<file path="src/rtl/conv_iterator_if.sv">
// Handshake and coordinate bundle between the convolution controller and
// the loop-nest sequencer. The controller drives en_ctrl; the sequencer
// drives everything else.
interface conv_iterator_if #(
  parameter int CW = 8
);
  logic                 en_ctrl;
  logic [CW-1:0]        out_row;
  logic [CW-1:0]        out_col;
  logic [CW-1:0]        chan;
  logic [CW-1:0]        k_row;
  logic [CW-1:0]        k_col;
  logic signed [CW:0]   in_row;
  logic signed [CW:0]   in_col;
  logic                 in_valid;
  logic                 en_sum;
  logic                 en_save;
  logic                 finish;

  modport master (
    output en_ctrl,
    input  out_row, out_col, chan, k_row, k_col,
    input  in_row, in_col, in_valid, en_sum, en_save, finish
  );

  modport slave (
    input  en_ctrl,
    output out_row, out_col, chan, k_row, k_col,
    output in_row, in_col, in_valid, en_sum, en_save, finish
  );
endinterface

</file>
<file path="src/rtl/conv_iterator.sv">
// Loop-nest sequencer for the convolution datapath. Walks output pixel,
// input channel and kernel tap (k_col innermost, out_row outermost) and
// presents the input-image coordinate of every tap, with an in-bounds flag
// for zero padding. The interface instance must use the same CW.
module conv_iterator #(
  parameter int CW     = 8,
  parameter int IMG_W  = 4,
  parameter int IMG_H  = 4,
  parameter int K_W    = 3,
  parameter int K_H    = 3,
  parameter int CH     = 1,
  parameter int STRIDE = 1,
  parameter int PAD    = 0
) (
  input  logic          clk,
  input  logic          reset,
  conv_iterator_if.slave bus
);

  localparam int OUT_W = (IMG_W + 2 * PAD - K_W) / STRIDE + 1;
  localparam int OUT_H = (IMG_H + 2 * PAD - K_H) / STRIDE + 1;

  localparam logic [CW-1:0] K_W_LAST   = CW'(K_W - 1);
  localparam logic [CW-1:0] K_H_LAST   = CW'(K_H - 1);
  localparam logic [CW-1:0] CH_LAST    = CW'(CH - 1);
  localparam logic [CW-1:0] OUT_W_LAST = CW'(OUT_W - 1);
  localparam logic [CW-1:0] OUT_H_LAST = CW'(OUT_H - 1);

  localparam logic signed [CW:0] STRIDE_S = (CW+1)'(STRIDE);
  localparam logic signed [CW:0] PAD_S    = (CW+1)'(PAD);
  localparam logic signed [CW:0] IMG_W_S  = (CW+1)'(IMG_W);
  localparam logic signed [CW:0] IMG_H_S  = (CW+1)'(IMG_H);

  typedef enum logic [1:0] {
    IDLE = 2'd0,
    RUN  = 2'd1,
    DONE = 2'd2
  } state_t;

  state_t        state, state_nxt;
  logic [CW-1:0] out_row, out_col, chan, k_row, k_col;
  logic [CW-1:0] out_row_nxt, out_col_nxt, chan_nxt, k_row_nxt, k_col_nxt;

  logic          tap_en;
  logic          last_kc, last_kr, last_ch, last_oc, last_or;
  logic          pix_end;
  logic          final_tap;
  logic signed [CW:0] in_row, in_col;

  assign last_kc   = (k_col   == K_W_LAST);
  assign last_kr   = (k_row   == K_H_LAST);
  assign last_ch   = (chan    == CH_LAST);
  assign last_oc   = (out_col == OUT_W_LAST);
  assign last_or   = (out_row == OUT_H_LAST);

  // A tap is consumed on every edge where the sequencer runs and is not stalled.
  assign tap_en    = (state == RUN) && bus.en_ctrl;
  assign pix_end   = tap_en && last_kc && last_kr && last_ch;
  assign final_tap = pix_end && last_oc && last_or;

  // Next-state and counter-nest advance; every counter wraps to 0 on the final tap.
  always_comb begin
    // NOTE: every signal written here gets a default first, so no path can leave it unassigned and infer a latch.
    state_nxt   = state;
    out_row_nxt = out_row;
    out_col_nxt = out_col;
    chan_nxt    = chan;
    k_row_nxt   = k_row;
    k_col_nxt   = k_col;

    unique case (state)
      IDLE: begin
        if (bus.en_ctrl) state_nxt = RUN;
      end
      RUN: begin
        if (tap_en) begin
          k_col_nxt = last_kc ? '0 : k_col + CW'(1);
          if (last_kc) begin
            k_row_nxt = last_kr ? '0 : k_row + CW'(1);
            if (last_kr) begin
              chan_nxt = last_ch ? '0 : chan + CW'(1);
              if (last_ch) begin
                out_col_nxt = last_oc ? '0 : out_col + CW'(1);
                if (last_oc) out_row_nxt = last_or ? '0 : out_row + CW'(1);
              end
            end
          end
          if (final_tap) state_nxt = DONE;
        end
      end
      DONE: begin
        if (!bus.en_ctrl) state_nxt = IDLE;
      end
      default: state_nxt = IDLE;
    endcase
  end

  // State and counter registers; synchronous reset aborts any run in progress.
  always_ff @(posedge clk) begin
    // NOTE: registers use non-blocking assignment so every flop samples pre-edge values.
    if (reset) begin
      state   <= IDLE;
      out_row <= '0;
      out_col <= '0;
      chan    <= '0;
      k_row   <= '0;
      k_col   <= '0;
    end else begin
      state   <= state_nxt;
      out_row <= out_row_nxt;
      out_col <= out_col_nxt;
      chan    <= chan_nxt;
      k_row   <= k_row_nxt;
      k_col   <= k_col_nxt;
    end
  end

  // Input-image coordinate of the current tap; negative or past-the-edge means padding.
  assign in_row = $signed({1'b0, out_row}) * STRIDE_S + $signed({1'b0, k_row}) - PAD_S;
  assign in_col = $signed({1'b0, out_col}) * STRIDE_S + $signed({1'b0, k_col}) - PAD_S;

  assign bus.out_row  = out_row;
  assign bus.out_col  = out_col;
  assign bus.chan     = chan;
  assign bus.k_row    = k_row;
  assign bus.k_col    = k_col;
  assign bus.in_row   = in_row;
  assign bus.in_col   = in_col;
  assign bus.in_valid = !in_row[CW] && (in_row < IMG_H_S) && !in_col[CW] && (in_col < IMG_W_S);
  assign bus.en_sum   = tap_en;
  assign bus.en_save  = pix_end;
  assign bus.finish   = (state == DONE);

endmodule

</file>
<file path="src/flat_wrapper.sv">
// flat-port wrapper written by rule: the top's interface ports become plain ports
module conv_iterator_flat 
#(
  parameter int CW     = 8,
  parameter int IMG_W  = 4,
  parameter int IMG_H  = 4,
  parameter int K_W    = 3,
  parameter int K_H    = 3,
  parameter int CH     = 1,
  parameter int STRIDE = 1,
  parameter int PAD    = 0
)
  (clk, reset, bus_en_ctrl, bus_out_row, bus_out_col, bus_chan, bus_k_row, bus_k_col, bus_in_row, bus_in_col, bus_in_valid, bus_en_sum, bus_en_save, bus_finish);
  conv_iterator_if #(.CW(CW)) bus_i ();
  input  logic clk;
  input  logic reset;
  input wire logic [$bits(bus_i.en_ctrl)-1:0] bus_en_ctrl;
  output wire logic [$bits(bus_i.out_row)-1:0] bus_out_row;
  output wire logic [$bits(bus_i.out_col)-1:0] bus_out_col;
  output wire logic [$bits(bus_i.chan)-1:0] bus_chan;
  output wire logic [$bits(bus_i.k_row)-1:0] bus_k_row;
  output wire logic [$bits(bus_i.k_col)-1:0] bus_k_col;
  output wire logic [$bits(bus_i.in_row)-1:0] bus_in_row;
  output wire logic [$bits(bus_i.in_col)-1:0] bus_in_col;
  output wire logic [$bits(bus_i.in_valid)-1:0] bus_in_valid;
  output wire logic [$bits(bus_i.en_sum)-1:0] bus_en_sum;
  output wire logic [$bits(bus_i.en_save)-1:0] bus_en_save;
  output wire logic [$bits(bus_i.finish)-1:0] bus_finish;
  assign bus_i.en_ctrl = bus_en_ctrl;
  assign bus_out_row = bus_i.out_row;
  assign bus_out_col = bus_i.out_col;
  assign bus_chan = bus_i.chan;
  assign bus_k_row = bus_i.k_row;
  assign bus_k_col = bus_i.k_col;
  assign bus_in_row = bus_i.in_row;
  assign bus_in_col = bus_i.in_col;
  assign bus_in_valid = bus_i.in_valid;
  assign bus_en_sum = bus_i.en_sum;
  assign bus_en_save = bus_i.en_save;
  assign bus_finish = bus_i.finish;
  conv_iterator #(.CW(CW), .IMG_W(IMG_W), .IMG_H(IMG_H), .K_W(K_W), .K_H(K_H), .CH(CH), .STRIDE(STRIDE), .PAD(PAD)) u_core (.clk(clk), .reset(reset), .bus(bus_i));
endmodule
</file>
<file path="config.mk">
export PLATFORM = sky130hd
export DESIGN_NAME = conv_iterator_flat
export DESIGN_NICKNAME = d
export VERILOG_FILES = /design/src/rtl/conv_iterator_if.sv /design/src/rtl/conv_iterator.sv /design/src/flat_wrapper.sv
export SDC_FILE = /design/constraint.sdc
export NUM_CORES = 1
export LEC_CHECK = 0
export BUFFER_PORTS_ARGS = -buffer_cell sky130_fd_sc_hd__buf_2
export CORE_MARGIN = 3
export CORE_UTILIZATION = 45
export DETAILED_ROUTE_END_ITERATION = 10
export PLACE_DENSITY = 0.7
export SYNTH_ARGS = -nofsm -noshare
export SYNTH_HDL_FRONTEND = slang
export SYNTH_SLANG_ARGS = --single-unit
export TNS_END_PERCENT = 30
</file>
<file path="constraint.sdc">
create_clock -name clk -period 2.77 [get_ports clk]
set_clock_uncertainty 0.1 [all_clocks]
set_input_delay 0.554 -clock clk [delete_from_list [all_inputs] [get_ports clk]]
set_output_delay 0.554 -clock clk [all_outputs]
set_load 0.03 [all_outputs]
</file>
# Word-level counts from Yosys, hierarchy flattened
# Cells that the tools add are included.
# word_totals
reg_bits	42
latchBits	0
ramBits	0
romBits	0
in_bits	3
out_inout_bits	62
word_cells	54
n_memories	0
# classes
addsub	7
n_mul	0
div_mod_pow	0
magnitude_cmp	2
n_eq_ne	10
n_shift	0
mux	10
bitwise	0
n_reduce_logical	19
# op_table
op	count
$add A8 B1 Y8 const B	5
$mux W8	5
$add A8 B8 Y9	2
$lt A9 B4 Y1 const B	2
$eq A8 B1 Y1 const B	2
$eq A8 B2 Y1 const B	2
$logic_and A1 B1 Y1	9
$logic_not A8 Y1	1
$mux W2	4
$reduce_and A4 Y1	2
$pmux W2 S3	1
$reduce_and A6 Y1	1
$reduce_and A5 Y1	1
$ne A2 B1 Y1 const B	2
$ne A2 B2 Y1 const B	2
$reduce_and A3 Y1	1
$eq A2 B1 Y1 const B	1
$eq A2 B2 Y1 const B	1
$logic_not A1 Y1	2
$logic_not A2 Y1	1
$reduce_and A2 Y1	1

# Logic depth before layout (Yosys ltp)
# Gate-level depths: netlist of run 1.
# depth
word_depth	10
depth_mapped	9
mapped_depth_nobuf	9

# Worst setup path after synthesis of run 1
# Ideal clock, no wire load.
# synth_path
kind	reg2out
start	reg u_core.out_row[0] (netlist: u_core.bus.out_row[0])
end	out bus_in_valid
arrival_ns	3.363
required_ns	2.116
setup_slack_ns	-1.247
stages_incl_launch_ff	10
path_buffers	0
cell_sequence	dfxtp_1 -> ha_1 -> inv_1 -> fa_1 -> nor2b_1 -> o22ai_1 -> xnor2_1 -> a2111oi_0 -> nand4b_1 -> nor4_1
# synth_between
elab_chain_cells	5
elab_cells_between_ends	6
classes_between	1 x add/sub; 1 x order compare; 4 x reduce/logical
# synth_lines
element	line_no	text
start, declared	conv_iterator.sv:41	logic [CW-1:0] out_row, out_col, chan, k_row, k_col;
start signal, assigned	conv_iterator.sv:110	out_row <= out_row_nxt;
$add A8 B8 Y9	conv_iterator.sv:119	assign in_row = $signed({1'b0, out_row}) * STRIDE_S + $signed({1'b0, k_row}) - PAD_S;
via bus_in_row[4]	flat_wrapper.sv:23	output wire logic [$bits(bus_i.in_row)-1:0] bus_in_row;
$lt A9 B4 Y1	conv_iterator.sv:129	assign bus.in_valid = !in_row[CW] && (in_row < IMG_H_S) && !in_col[CW] && (in_col < IMG_W_S);
$logic_and A1 B1 Y1 (3 in series)	conv_iterator.sv:129	
end, declared	flat_wrapper.sv:25	output wire logic [$bits(bus_i.in_valid)-1:0] bus_in_valid;
# The timed path passes the listed nets, and every way through them passes these cells.

# Worst setup path after layout of run 1
# layout_path
start	reg u_core.out_col[0] (netlist: u_core.bus.out_col[0])
end	out bus_in_valid
# layout_between
elab_chain_cells	4
elab_cells_between_ends	5
classes_between	1 x add/sub; 1 x order compare; 3 x reduce/logical
# layout_lines
element	line_no	text
start, declared	conv_iterator.sv:41	
start signal, assigned	conv_iterator.sv:111	out_col <= out_col_nxt;
$add A8 B8 Y9 (*)	conv_iterator.sv:120	assign in_col = $signed({1'b0, out_col}) * STRIDE_S + $signed({1'b0, k_col}) - PAD_S;
parallel branches: the longest is 2 deep, another holds $lt A9 B4 Y1	n/a	
$logic_and A1 B1 Y1 (*)	conv_iterator.sv:129	
# Every way passes the cells marked *.

==> qor.txt, run 1 <==
Remaining antenna violation count after routing = 0
Post-Route WL = 7.51 mm
Gr usage total = 20.9%
Die Ht = 83.6 µm
Post-synthesis compound-gate area fraction = 11.3%
Synth cell types = 48
Die Area = 6990 µm²
Crit path kind = reg2out
Post-synth EDFFs = 0
Final Hold Fails = 0
First DRT Iteration DRCs = 120
Slack of the critical path = -382 ps
Min-delay worst type = reg2reg
Top-count cell post-synth = dfxtp_1
Row count = 27
Endpoints failing setup = 4
Synth Area in XOR/XNOR = 11.6%
Root Driver = clkbuf_8
Max-slew violations = 0
Initial Util = 47.8%
DRT Pass-1 Iters = 4
Synthesized area per cell = 8.52 µm²
Port bufs = 64
First-pass GRT wire length = 12.0 mm
Total of max-cap violations = 0
Hold_buf cts = 0
Crit path max fanout = 3
Final Core Density = 65.5%
Largest family of logic cells by synthesized area = simple AND/OR/NAND/NOR gates
Final net count = 449
Reg2reg setup slack = 410 ps
Top Metal Used = met4
Top delay family on crit path = compound AO/OA/AOI/OAI gates
Synth area leaders = dfxtp_1, ha_1, xor2_1
Adder-cell share of the synthesized area = 13.5%
TritonCTS Buffers = 5
Number of vias per cell = 5.48
#FFs+latches synth = 42
RSZ-0062 raised after global routing = true
Placeable core region = 5680 µm²
Horiz. Die Dim = 83.6 µm
Largest net degree at the start of global routing = 25
Routability-driven placement congestion ratio = 0.932
Slowest stage delay, CP = 370 ps
FMAX = 317 MHz
Post-synthesis cell area = 2710 µm²
Seq/Total Area, Yosys = 31.0%
Async SR Flop Fraction = 0%
Critical path capture point type = output port
Yosys top cell area share = 31.0%
Placed standard-cell area = 3480 µm²
Net Count, Synth = 349
Area growth syn-to-layout = 37.1%
Post-synthesis mux area share = 0%
Peak VDD IR = 240 µV
Average routed wire per standard cell = 15.3 µm
Pre-CTS worst setup slack = -87.5 ps
Via count = 2692
CTS max path bufs = 2
Sink Count = 42
Static Leak = 1.75 nW
Clk slew on worst S/H paths = 90 ps
Cell accounting for the most synthesized area = dfxtp_1
Met3 wire length = 462 µm
Critical Path AT = 2500 ps
Final Critical Period = 3150 ps
# H-tree levels = 2
Post-synth top cells = dfxtp_1, nor2_1, xor2_1, ha_1, nor3_1
Overflow after GRT = 0
Vias in the first global route = 2468
Final Cycle Share = 114%
DRC viols = 0
Least-Margin Pin Slew = 457 ps
Failing checks = negative setup slack
Initial antenna violation count = 0
WP data required = 2120 ps
Pwr Density = 338 nW/µm²
Worst hold margin = 342 ps
Post-Synth Simple-Gate Area = 28.6%
Buf/Inv on CP = 1
Worst relative slew slack = 69.3%
N_diodes = 0
CTS tree = done
Ratio of cells with drive above 1 in the final layout = 38.4%
Cell chain of the critical path = ha_4, fa_2, a211oi_4, nor3_2, o31a_1, o21ai_2, nand2b_4, nor4_4, buf_4
Element type at the critical path start = register
Clock Latency Late Sink = 300 ps
Post-route cell area = 3710 µm²
Setup TNS Final = -882 ps
Detail Route met2 WL = 3.48 mm
Run status = complete, but fails checks
Met1 Wirelength = 3.43 mm
Synth Instances = 318
Yosys Warn Count = 0
IO Count = 65
Ys flop type = dfxtp_1
Slowest cell on the critical path = fa_2
DP HPWL = 5.79 mm
## worst paths after layout
check | startpoint | to | depth (start not counted)
worst max register to register | u_core.bus.k_col[0] | u_core.bus.k_row[7] | 8
worst max-delay path | u_core.bus.out_col[0] | bus_in_valid | 9
worst min register to register | u_core.state[1] | u_core.state[0] | 1
worst min-delay path | u_core.state[1] | u_core.state[0] | 1
## worst reg2reg max path, delay by kind of cell (launching register included)
kind | cells | cell delay (ps)
simple gates | 4 | 1360
flops | 1 | 360
buf+inv | 2 | 220
fa+ha+maj | 1 | 130
compound gates | 1 | 130
## sequential cells by signal (all words and copies together), names as in the netlist
name	cells
u_core.bus.chan	8
u_core.bus.k_col	8
u_core.bus.k_row	8
u_core.bus.out_col	8
u_core.bus.out_row	8
u_core.state	2
## cells by family (layout without fill, tap and decap cells)
group | after synthesis | count (layout)
AO/OA/AOI/OAI | 47 | 47
flip-flops | 42 | 42
AND/OR/NAND/NOR | 139 | 139
buffers and inverters | 26 | 127
XOR/XNOR | 36 | 36
adder cells (fa/ha/maj) | 28 | 28
## cells in the final DEF, fill, tap and decap left out, drive strengths merged, types with 4 or more instances in the layout
cell type	Yosys	layout
a21o	4	4
a21oi	17	17
and3	8	8
buf	5	103
clkbuf	5	5
dfxtp	42	42
ha	26	26
inv	16	16
nand2	21	21
nand3	7	7
nand4	19	19
nor2	30	30
nor3	24	24
nor4	4	4
nor4b	5	5
o21ai	7	7
or3	4	4
xnor2	9	9
xor2	27	27
## per-stage QoR
step / power [mW] / std cells
6_report: 1.25 / 491
5_1_grt: 1.30 / 491
4_1_cts: 1.26 / 489
3_5_place_dp: 0.675 / 481
3_3_place_gp: 0.674 / 481
2_1_floorplan: 0.658 / 318
## area by class of cell
class	instances	area, µm²
multi-input cells	250	1920
repair buffers	103	632
flip-flops and latches	42	878
fillers	505	1960
clock inverters	3	68.8
inverters	16	60.1
well taps	72	90.1
clock buffers	5	68.8
## timing repair
item,CTS,global route
gates resized for setup,7,11
setup endpoints to repair,5,7
pin swaps,2,2
buffers inserted,0,3
## metal layers
layer  GRT usage, %  vias up
met5              0        -
met4           6.29        0
met3           4.54       11
met2           33.7       75
met1           27.9     1260
li1               -     1346
## where the power goes
part	switching [mW]	internal (mW)	leakage [nW]
clock	0.231	0.361	0.0683
combinational	0.0379	0.0183	1.34
sequential	0.00344	0.602	0.350
No activity file was read; power rests on OpenSTA's default activity.
==> run 2: changes to the inputs <==
RECOVER_POWER = 25   (was default)
==> qor.txt, run 2 (synthesis gave the netlist of run 1 again) <==
Final Hold Fails = 0
Final net count = 449
Crit. Startpoint = u_core.bus.out_col[0]
Hold depth = 1
Slack of the critical path = -375 ps
First DRT Iteration DRCs = 129
FMAX = 318 MHz
CTS max path bufs = 2
Static Leak = 1.65 nW
Least-Margin Pin Slew = 455 ps
Critical path capture point type = output port
Critical Path AT = 2490 ps
Overall Power = 1.25 mW
Sink Count = 42
Ratio of cells with drive above 1 in the final layout = 32.7%
Port bufs = 64
Average routed wire per standard cell = 15.2 µm
Overflow after GRT = 0
Remaining antenna violation count after routing = 0
Peak VDD IR = 240 µV
Final Core Density = 64.9%
Clk slew on worst S/H paths = 90 ps
Hold_buf cts = 0
Placeable core region = 5680 µm²
Cells on worst reg2reg path = 8
Run status = complete, but fails checks
Root Driver = clkbuf_8
Initial Util = 47.8%
DRC viols = 0
Number of vias per cell = 5.41
Clock Latency Late Sink = 300 ps
Element type at the critical path start = register
Via count = 2658
Worst relative slew slack = 69.4%
Die Area = 6990 µm²
Hold path start = u_core.state[1]
Commonest non-fill, non-tap cell in the layout = buf_4
Min-delay worst type = reg2reg
Final Critical Period = 3140 ps
Endpoints failing setup = 4
Most frequent cells in the layout = buf_4, buf_2, nor2_1
R2R Path Start = u_core.bus.k_col[0]
Gr usage total = 20.9%
Pwr Density = 339 nW/µm²
Failing checks = negative setup slack
Total of max-cap violations = 0
First-pass GRT wire length = 12.0 mm
# fillers = 517
Routability-driven placement congestion ratio = 0.932
TritonCTS Buffers = 5
CTS tree = done
DRT Pass-1 Iters = 4
RSZ-0062 raised after global routing = true
Setup TNS Final = -850 ps
Initial antenna violation count = 0
Area growth syn-to-layout = 36.0%
# H-tree levels = 2
IO Count = 65
DP HPWL = 5.79 mm
Max-slew violations = 0
N_diodes = 0
Crit path kind = reg2out
Final Cycle Share = 114%
WP data required = 2120 ps
Post-Route WL = 7.47 mm
Crit path max fanout = 3
Horiz. Die Dim = 83.6 µm
Vias in the first global route = 2468
Die Ht = 83.6 µm
Largest net degree at the start of global routing = 25
Row count = 27
## run 2: cell count changes in the layout (fill, tap and decap cells not counted), sizes merged
cell    change
buf        -24
clkbuf     +24
## run 2: what timing repair did
| item | 4_1_cts | 5_1_grt |
|---|---|---|
| endpoints found under the setup margin | 5 | 7 |
| pin swaps | 2 | 2 |
| gates resized for setup | 7 | 11 |
| setup buffers | 0 | 3 |
## run 2: critical path, cell delays in order, from the launching register on
cell	delay (ps)
dfxtp_4	360
ha_4	160
fa_2	370
a211oi_4	250
nor3_2	90
o31a_1	270
o21ai_2	180
nand2b_4	80
nor4_4	240
buf_4	200
## run 2: power by group
part / internal [mW] / leakage [nW] / switching, mW
Combinational: 0.0182 / 1.23 / 0.0378
Sequential: 0.602 / 0.350 / 0.00339
Clock: 0.361 / 0.0683 / 0.225
## run 2: worst paths after layout
kind / slack (ps) / end
min reg2reg: 340 / u_core.state[0]
max reg2reg: 430 / u_core.bus.k_row[7]
max: -370 / bus_in_valid
min: 340 / u_core.state[0]
## run 2: per-stage QoR
stage	hold WS (ps)	area, µm²	cells	setup WS, ps
final	344	3680	491	-375
after global placement	313	3480	481	-29.3
after global routing	371	3680	491	-516
after CTS	346	3650	489	-386
after floorplan	306	2840	318	-170
after detailed placement	331	3480	481	-87.5
## run 2: routing by layer
layer  part of all wire (%)  wire length (µm)  global-route usage [%]
met5                      0                 0                       0
met4                    1.6               117                    6.29
met3                    5.0               372                    4.54
met2                     47              3490                    33.7
met1                     47              3490                    27.9
## run 2: cell type report
cell class,instances,area [µm²],share of cell area (%)
multi-input cells,250,1920,52.0
flip-flops and latches,42,878,23.8
repair buffers,103,602,16.3
well taps,72,90.1,2.44
clock buffers,5,68.8,1.87
clock inverters,3,68.8,1.87
inverters,16,60.1,1.63
